==> src/rtl/gobang_pkg.sv <==
// Shared Gobang types and constants: board layout, cell encoding, watchdog limit
// and the move-search FSM state type.
package gobang_pkg;

    localparam int unsigned BOARD_CELLS = 225;
    localparam logic [7:0]  LAST_CELL   = 8'd224;

    localparam logic [1:0] CELL_EMPTY = 2'd0;
    localparam logic [1:0] CELL_BLACK = 2'd1;
    localparam logic [1:0] CELL_WHITE = 2'd2;

    localparam logic [7:0] WD_LIMIT = 8'd255;

    // Row-major board, cell index = row*15+col.
    typedef logic [BOARD_CELLS-1:0][1:0] board_t;

    typedef enum logic [2:0] {
        StIdle,
        StScan,
        StLaunch,
        StWait,
        StUpdate,
        StDone
    } search_state_e;

    function automatic logic [1:0] mover_stone(input logic turn);
        return turn ? CELL_WHITE : CELL_BLACK;
    endfunction

endpackage

==> src/rtl/move_search_ctrl.sv <==
// Exhaustive one-ply move search: tries every empty cell through an external
// point generator and keeps the highest-scoring cell (lowest index on ties).
module move_search_ctrl
    import gobang_pkg::*;
(
    input  logic        i_clk,
    input  logic        i_rst_n,
    input  logic        i_start,
    input  board_t      i_board,
    input  logic        i_turn,
    output logic        o_pg_start,
    output board_t      o_pg_board,
    output logic        o_pg_turn,
    input  logic [31:0] i_pg_score,
    input  logic        i_pg_finish,
    output logic [7:0]  o_best_pos,
    output logic [31:0] o_best_score,
    output logic        o_valid,
    output logic        o_timeout,
    output logic        o_busy,
    output logic        o_finish
);

    search_state_e state_q, state_d;
    board_t        board_q, board_d;
    logic          turn_q, turn_d;
    logic [7:0]    idx_q, idx_d;
    logic [7:0]    wd_q, wd_d;
    logic [31:0]   score_q, score_d;
    logic [7:0]    best_pos_q, best_pos_d;
    logic [31:0]   best_score_q, best_score_d;
    logic          valid_q, valid_d;
    logic          timeout_q, timeout_d;

    always_ff @(posedge i_clk) begin
        if (!i_rst_n) begin
            state_q      <= StIdle;
            board_q      <= '0;
            turn_q       <= 1'b0;
            idx_q        <= '0;
            wd_q         <= '0;
            score_q      <= '0;
            best_pos_q   <= '0;
            best_score_q <= '0;
            valid_q      <= 1'b0;
            timeout_q    <= 1'b0;
        end else begin
            state_q      <= state_d;
            board_q      <= board_d;
            turn_q       <= turn_d;
            idx_q        <= idx_d;
            wd_q         <= wd_d;
            score_q      <= score_d;
            best_pos_q   <= best_pos_d;
            best_score_q <= best_score_d;
            valid_q      <= valid_d;
            timeout_q    <= timeout_d;
        end
    end

    always_comb begin
        state_d      = state_q;
        board_d      = board_q;
        turn_d       = turn_q;
        idx_d        = idx_q;
        wd_d         = wd_q;
        score_d      = score_q;
        best_pos_d   = best_pos_q;
        best_score_d = best_score_q;
        valid_d      = valid_q;
        timeout_d    = timeout_q;

        unique case (state_q)
            StIdle: begin
                if (i_start) begin
                    board_d      = i_board;
                    turn_d       = i_turn;
                    idx_d        = '0;
                    best_pos_d   = '0;
                    best_score_d = '0;
                    valid_d      = 1'b0;
                    timeout_d    = 1'b0;
                    state_d      = StScan;
                end
            end
            StScan: begin
                if (board_q[idx_q] == CELL_EMPTY) begin
                    state_d = StLaunch;
                end else if (idx_q == LAST_CELL) begin
                    state_d = StDone;
                end else begin
                    idx_d = idx_q + 8'd1;
                end
            end
            StLaunch: begin
                wd_d    = '0;
                state_d = StWait;
            end
            StWait: begin
                if (i_pg_finish) begin
                    score_d = i_pg_score;
                    state_d = StUpdate;
                end else if (wd_q == WD_LIMIT - 8'd1) begin
                    // Stalled generator: score the cell as 0 and move on.
                    score_d   = '0;
                    timeout_d = 1'b1;
                    state_d   = StUpdate;
                end else begin
                    wd_d = wd_q + 8'd1;
                end
            end
            StUpdate: begin
                if (!valid_q || (score_q > best_score_q)) begin
                    best_pos_d   = idx_q;
                    best_score_d = score_q;
                end
                valid_d = 1'b1;
                if (idx_q == LAST_CELL) begin
                    state_d = StDone;
                end else begin
                    idx_d   = idx_q + 8'd1;
                    state_d = StScan;
                end
            end
            StDone: begin
                state_d = StIdle;
            end
            default: begin
                state_d = StIdle;
            end
        endcase
    end

    // Candidate stone is only overlaid while an evaluation is in flight.
    always_comb begin
        o_pg_board = board_q;
        if (state_q == StLaunch || state_q == StWait || state_q == StUpdate) begin
            o_pg_board[idx_q] = mover_stone(turn_q);
        end
    end

    assign o_pg_start   = (state_q == StLaunch) && i_rst_n;
    assign o_pg_turn    = turn_q;
    assign o_best_pos   = best_pos_q;
    assign o_best_score = best_score_q;
    assign o_valid      = valid_q;
    assign o_timeout    = timeout_q;
    assign o_busy       = (state_q != StIdle);
    assign o_finish     = (state_q == StDone);

endmodule

==> config.mk <==
export PLATFORM = sky130hd
export DESIGN_NAME = move_search_ctrl
export DESIGN_NICKNAME = d
export VERILOG_FILES = /design/src/rtl/gobang_pkg.sv /design/src/rtl/move_search_ctrl.sv
export SDC_FILE = /design/constraint.sdc
export NUM_CORES = 2
export LEC_CHECK = 0
export BUFFER_PORTS_ARGS = -buffer_cell sky130_fd_sc_hd__buf_2
export CAP_MARGIN = 20
export CORE_AREA = 2 2 383 385
export DETAILED_ROUTE_END_ITERATION = 8
export DIE_AREA = 0 0 385 387
export PLACE_DENSITY = 0.5
export SLEW_MARGIN = 20
export SYNTH_ARGS = -nofsm -noshare
export SYNTH_HDL_FRONTEND = slang
export SYNTH_SLANG_ARGS = --single-unit
==> constraint.sdc <==
create_clock -name i_clk -period 3.7 [get_ports i_clk]
set_input_delay 0.185 -clock i_clk [delete_from_list [all_inputs] [get_ports i_clk]]
set_output_delay 0.185 -clock i_clk [all_outputs]
set_load 0.03 [all_outputs]
==> reports/metrics.yaml <==
run_status:
  status: "finished clean"
layout:
  nets: 6055
  final_area_mm2: 0.0474
  final_util_pct: 32.7
  syn_to_final_growth_pct: 50.3
  instances_no_fill: 7518
  drive_above_1_share_pct: 28.1
hold_path:
  worstHoldEndpoint: "board_q[98]"
  hp-start: "i_board[98]"
  min_path_type: "primary input to register"
  hold_depth: 4
die:
  coreArea_mm2: 0.145
  rows: 140
  die_h_um: 387
  die_area_mm2: 0.149
  fp.dieW_um: 385
  io_pins: 983
  start_util_pct: 21.8
route:
  postRouteAntennaNets: 0
  drt_iter0_markers: 3321
  route.detailed.drc: 0
  drt-total-wl_um: 203000
  vias_per_cell: 5.02
  drt_pre_antenna_iters: 5
  vias: 37772
  wl_per_cell_um: 27.0
worst_setup_path:
  worstReg2RegEnd: "idx_q[3]"
  endpoint_kind: "register"
  reg2reg_from: "idx_q[1]"
  reg2reg_slack_ns: 0.07
  required_ns: 4.26
  worstSetupPathType: "register to register"
  critPathMaxFanout: 27
  start_kind: "register"
  worstRegToRegCells: 13
  crit_arrival_ns: 4.19
timing:
  finClkSkew_ns: 0.0325
  whs_ns: 0.295
  setup_viol: 0
  fin_ws_ns: 0.0677
  worst_pin_slew_ns: 1.12
  setup_tns_ns: 0
  slew_headroom_pct: 25.4
  slew_viol_final: 0
  fmax_mhz: 275
  timing.final.crit_share_pct: 98.2
  finalHoldViolCount: 0
  period_needed_ns: 3.63
logic_synthesis:
  ys_warn_count: 0
  netlist_area_mm2: 0.0315
  synth_ff_type: "dfxtp_1"
  synth_async_sr_flop_share_pct: 0
  seq_area_frac_synth_pct: 34.5
  yosys_register_bits: 544
  syn_avg_cell_area_um2: 7.64
  syn_inst: 4127
  synthDistinctLibCells: 68
  synth_edf_count: 0
  mappedNetlistNets: 4652
power_and_ir_drop:
  power_mw: 21.7
  power_density_mw_per_mm2: 457
  p_leak_nw: 20.3
  peakVddDrop_mv: 0.319
placement:
  pre_cts_ws_ns: -0.0614
  dpl_cell_area_mm2: 0.0391
  post-place-cells: 6823
  dp_hpwl_um: 151000
  gp_congestion: 0.917
  io_buffers: 982
global_routing:
  grt_usage_pct: 26.0
  overflow: 0
  grt_max_degree: 163
  grt_pass1_wl_um: 278000
  grt_pass1_vias: 36575
  antenna_found_initial: 26
cts:
  tritoncts: "yes"
  root_buffer: "clkbuf_16"
  numCtsBuffers: 73
  cts.sinks: 544
  clkTransAtPathRegs_ns: 0.06
  clockBufferDepth: 3
  cts_max_level: 3
  insertion_delay_ns: 0.68
flow_run:
  maxCapViolations: 0
layer usage:
metal	up-vias	GRT usage, %	share of wire (%)
li1	17045	-	-
met1	18469	32.9	41
met2	1832	41.8	45
met3	420	5.25	7.5
met4	6	13.1	5.7
met5	-	0	0.020
synthesized netlist by cell type (all sizes together) (4+ instances only):
master	count	share of area [%]
nor3	41	0.65
buf	31	0.84
nand3	161	2.6
a21oi	82	1.3
and3	17	0.34
o21a	25	0.59
clkbuf	347	4.5
o21ai	328	5.2
ha	38	1.5
or3	4	0.079
a31oi	39	0.77
and2	15	0.30
a211oi	17	0.40
nor2	119	1.4
nand4	14	0.28
mux2i	48	1.5
inv	46	0.55
a21o	16	0.38
dfxtp	544	35
mux4	87	6.5
mux2	108	3.9
nand2	1323	16
a21boi	486	12
nor2b	35	0.69
o31ai	89	2.1
o22ai	8	0.16
a22oi	18	0.43
nor4	6	0.16
timing repair:
item | 4_1_cts | 5_1_grt
hold buffers | 513 | 0
buffers inserted | 26 | 8
endpoints found under the setup margin | 269 | 70
resized for setup | 34 | 22
endpoints found under the hold margin | 498 | 0
pin swaps | 6 | 3
gates cloned | 0 | 2
worst max path at each step:
stage / slack (ns) / cells past startpoint / startpoint / to
floorplan: 0.64 / 14 / o_best_score[1] / o_best_pos[5]
global placement: -0.04 / 12 / idx_q[3] / state_q[2]
detailed placement: -0.06 / 11 / idx_q[3] / idx_q[3]
CTS: 0.005 / 13 / idx_q[0] / idx_q[0]
global route: -0.001 / 15 / idx_q[0] / idx_q[0]
finish: 0.07 / 13 / idx_q[1] / idx_q[3]
critical path: stages (launching register included):
cell and delay [ns]:
dfxtp_4 0.34, buf_4 0.16, buf_4 0.19, buf_12 0.19, mux4_2 0.36, mux2i_1 0.11
mux2i_1 0.16, o21ai_0 0.09, and4bb_1 0.20, a31oi_1 0.56, a41oi_2 0.31, nor3_1 0.49
a2bb2oi_1 0.22, o22ai_1 0.09
cells in the final DEF, fill, tap and decap left out, types with 16 or more instances in the layout:
cell           synthesis  routed
dlygate4sd3_1          0     513
dfxtp_1              544     537
a21boi_0             485     485
nor2b_1               35      34
mux2i_1               48      48
buf_2                  8     977
mux4_1                23      21
a21oi_1               82      81
a31oi_1               39      39
mux2_2               108     108
o21ai_0              326     323
a211oi_1              17      16
nand3_1              161     159
buf_12                 2      42
buf_4                  7     165
nand2_1             1323    1311
nor3_1                41      34
a22oi_1               18      16
o31ai_1               88      80
mux4_2                64      66
ha_1                  38      37
clkbuf_16              0      78
inv_1                 45      45
o21a_1                25      25
nor2_1               117     111
state kept, by name, summed over array words and instances, names as in the netlist:
register and cells:
o_valid 1, board_q 450, state_q 3, o_timeout 1, wd_q 8, o_best_pos 8, o_pg_turn 1, o_best_score 32
idx_q 8, score_q 32
area by class of cell:
| class | instances | area (µm²) |
|---|---|---|
| tap | 1917 | 2400 |
| multi-input combinational | 3157 | 19000 |
| antenna | 11 | 27.5 |
| sequential | 544 | 10900 |
| clock inverter | 35 | 458 |
| inverter | 46 | 173 |
| timing repair buffer | 1708 | 12300 |
| fill | 15541 | 97500 |
| clock buffer | 100 | 2100 |
power by group:
| part | leakage, nW | switching (mW) | internal, mW | total (mW) |
|---|---|---|---|---|
| Clock | 1.24 | 3.18 | 4.58 | 7.76 |
| Combinational | 14.6 | 4.47 | 2.35 | 6.82 |
| Sequential | 4.45 | 0.650 | 6.46 | 7.11 |
| Total | 20.3 | 8.30 | 13.4 | 21.7 |
cell families after synthesis:
kind of cell,after synthesis,share of synthesized area [%]
xor gates and xnor gates,6,0.167
AOI/OAI and AO/OA,1125,23.5
DFF,544,34.5
buffers and inverters,426,6.00
adders and majority gates,38,1.51
and+or+nand+nor,1745,22.5
muxes,243,11.9
No activity file was read; power rests on OpenSTA's default activity.
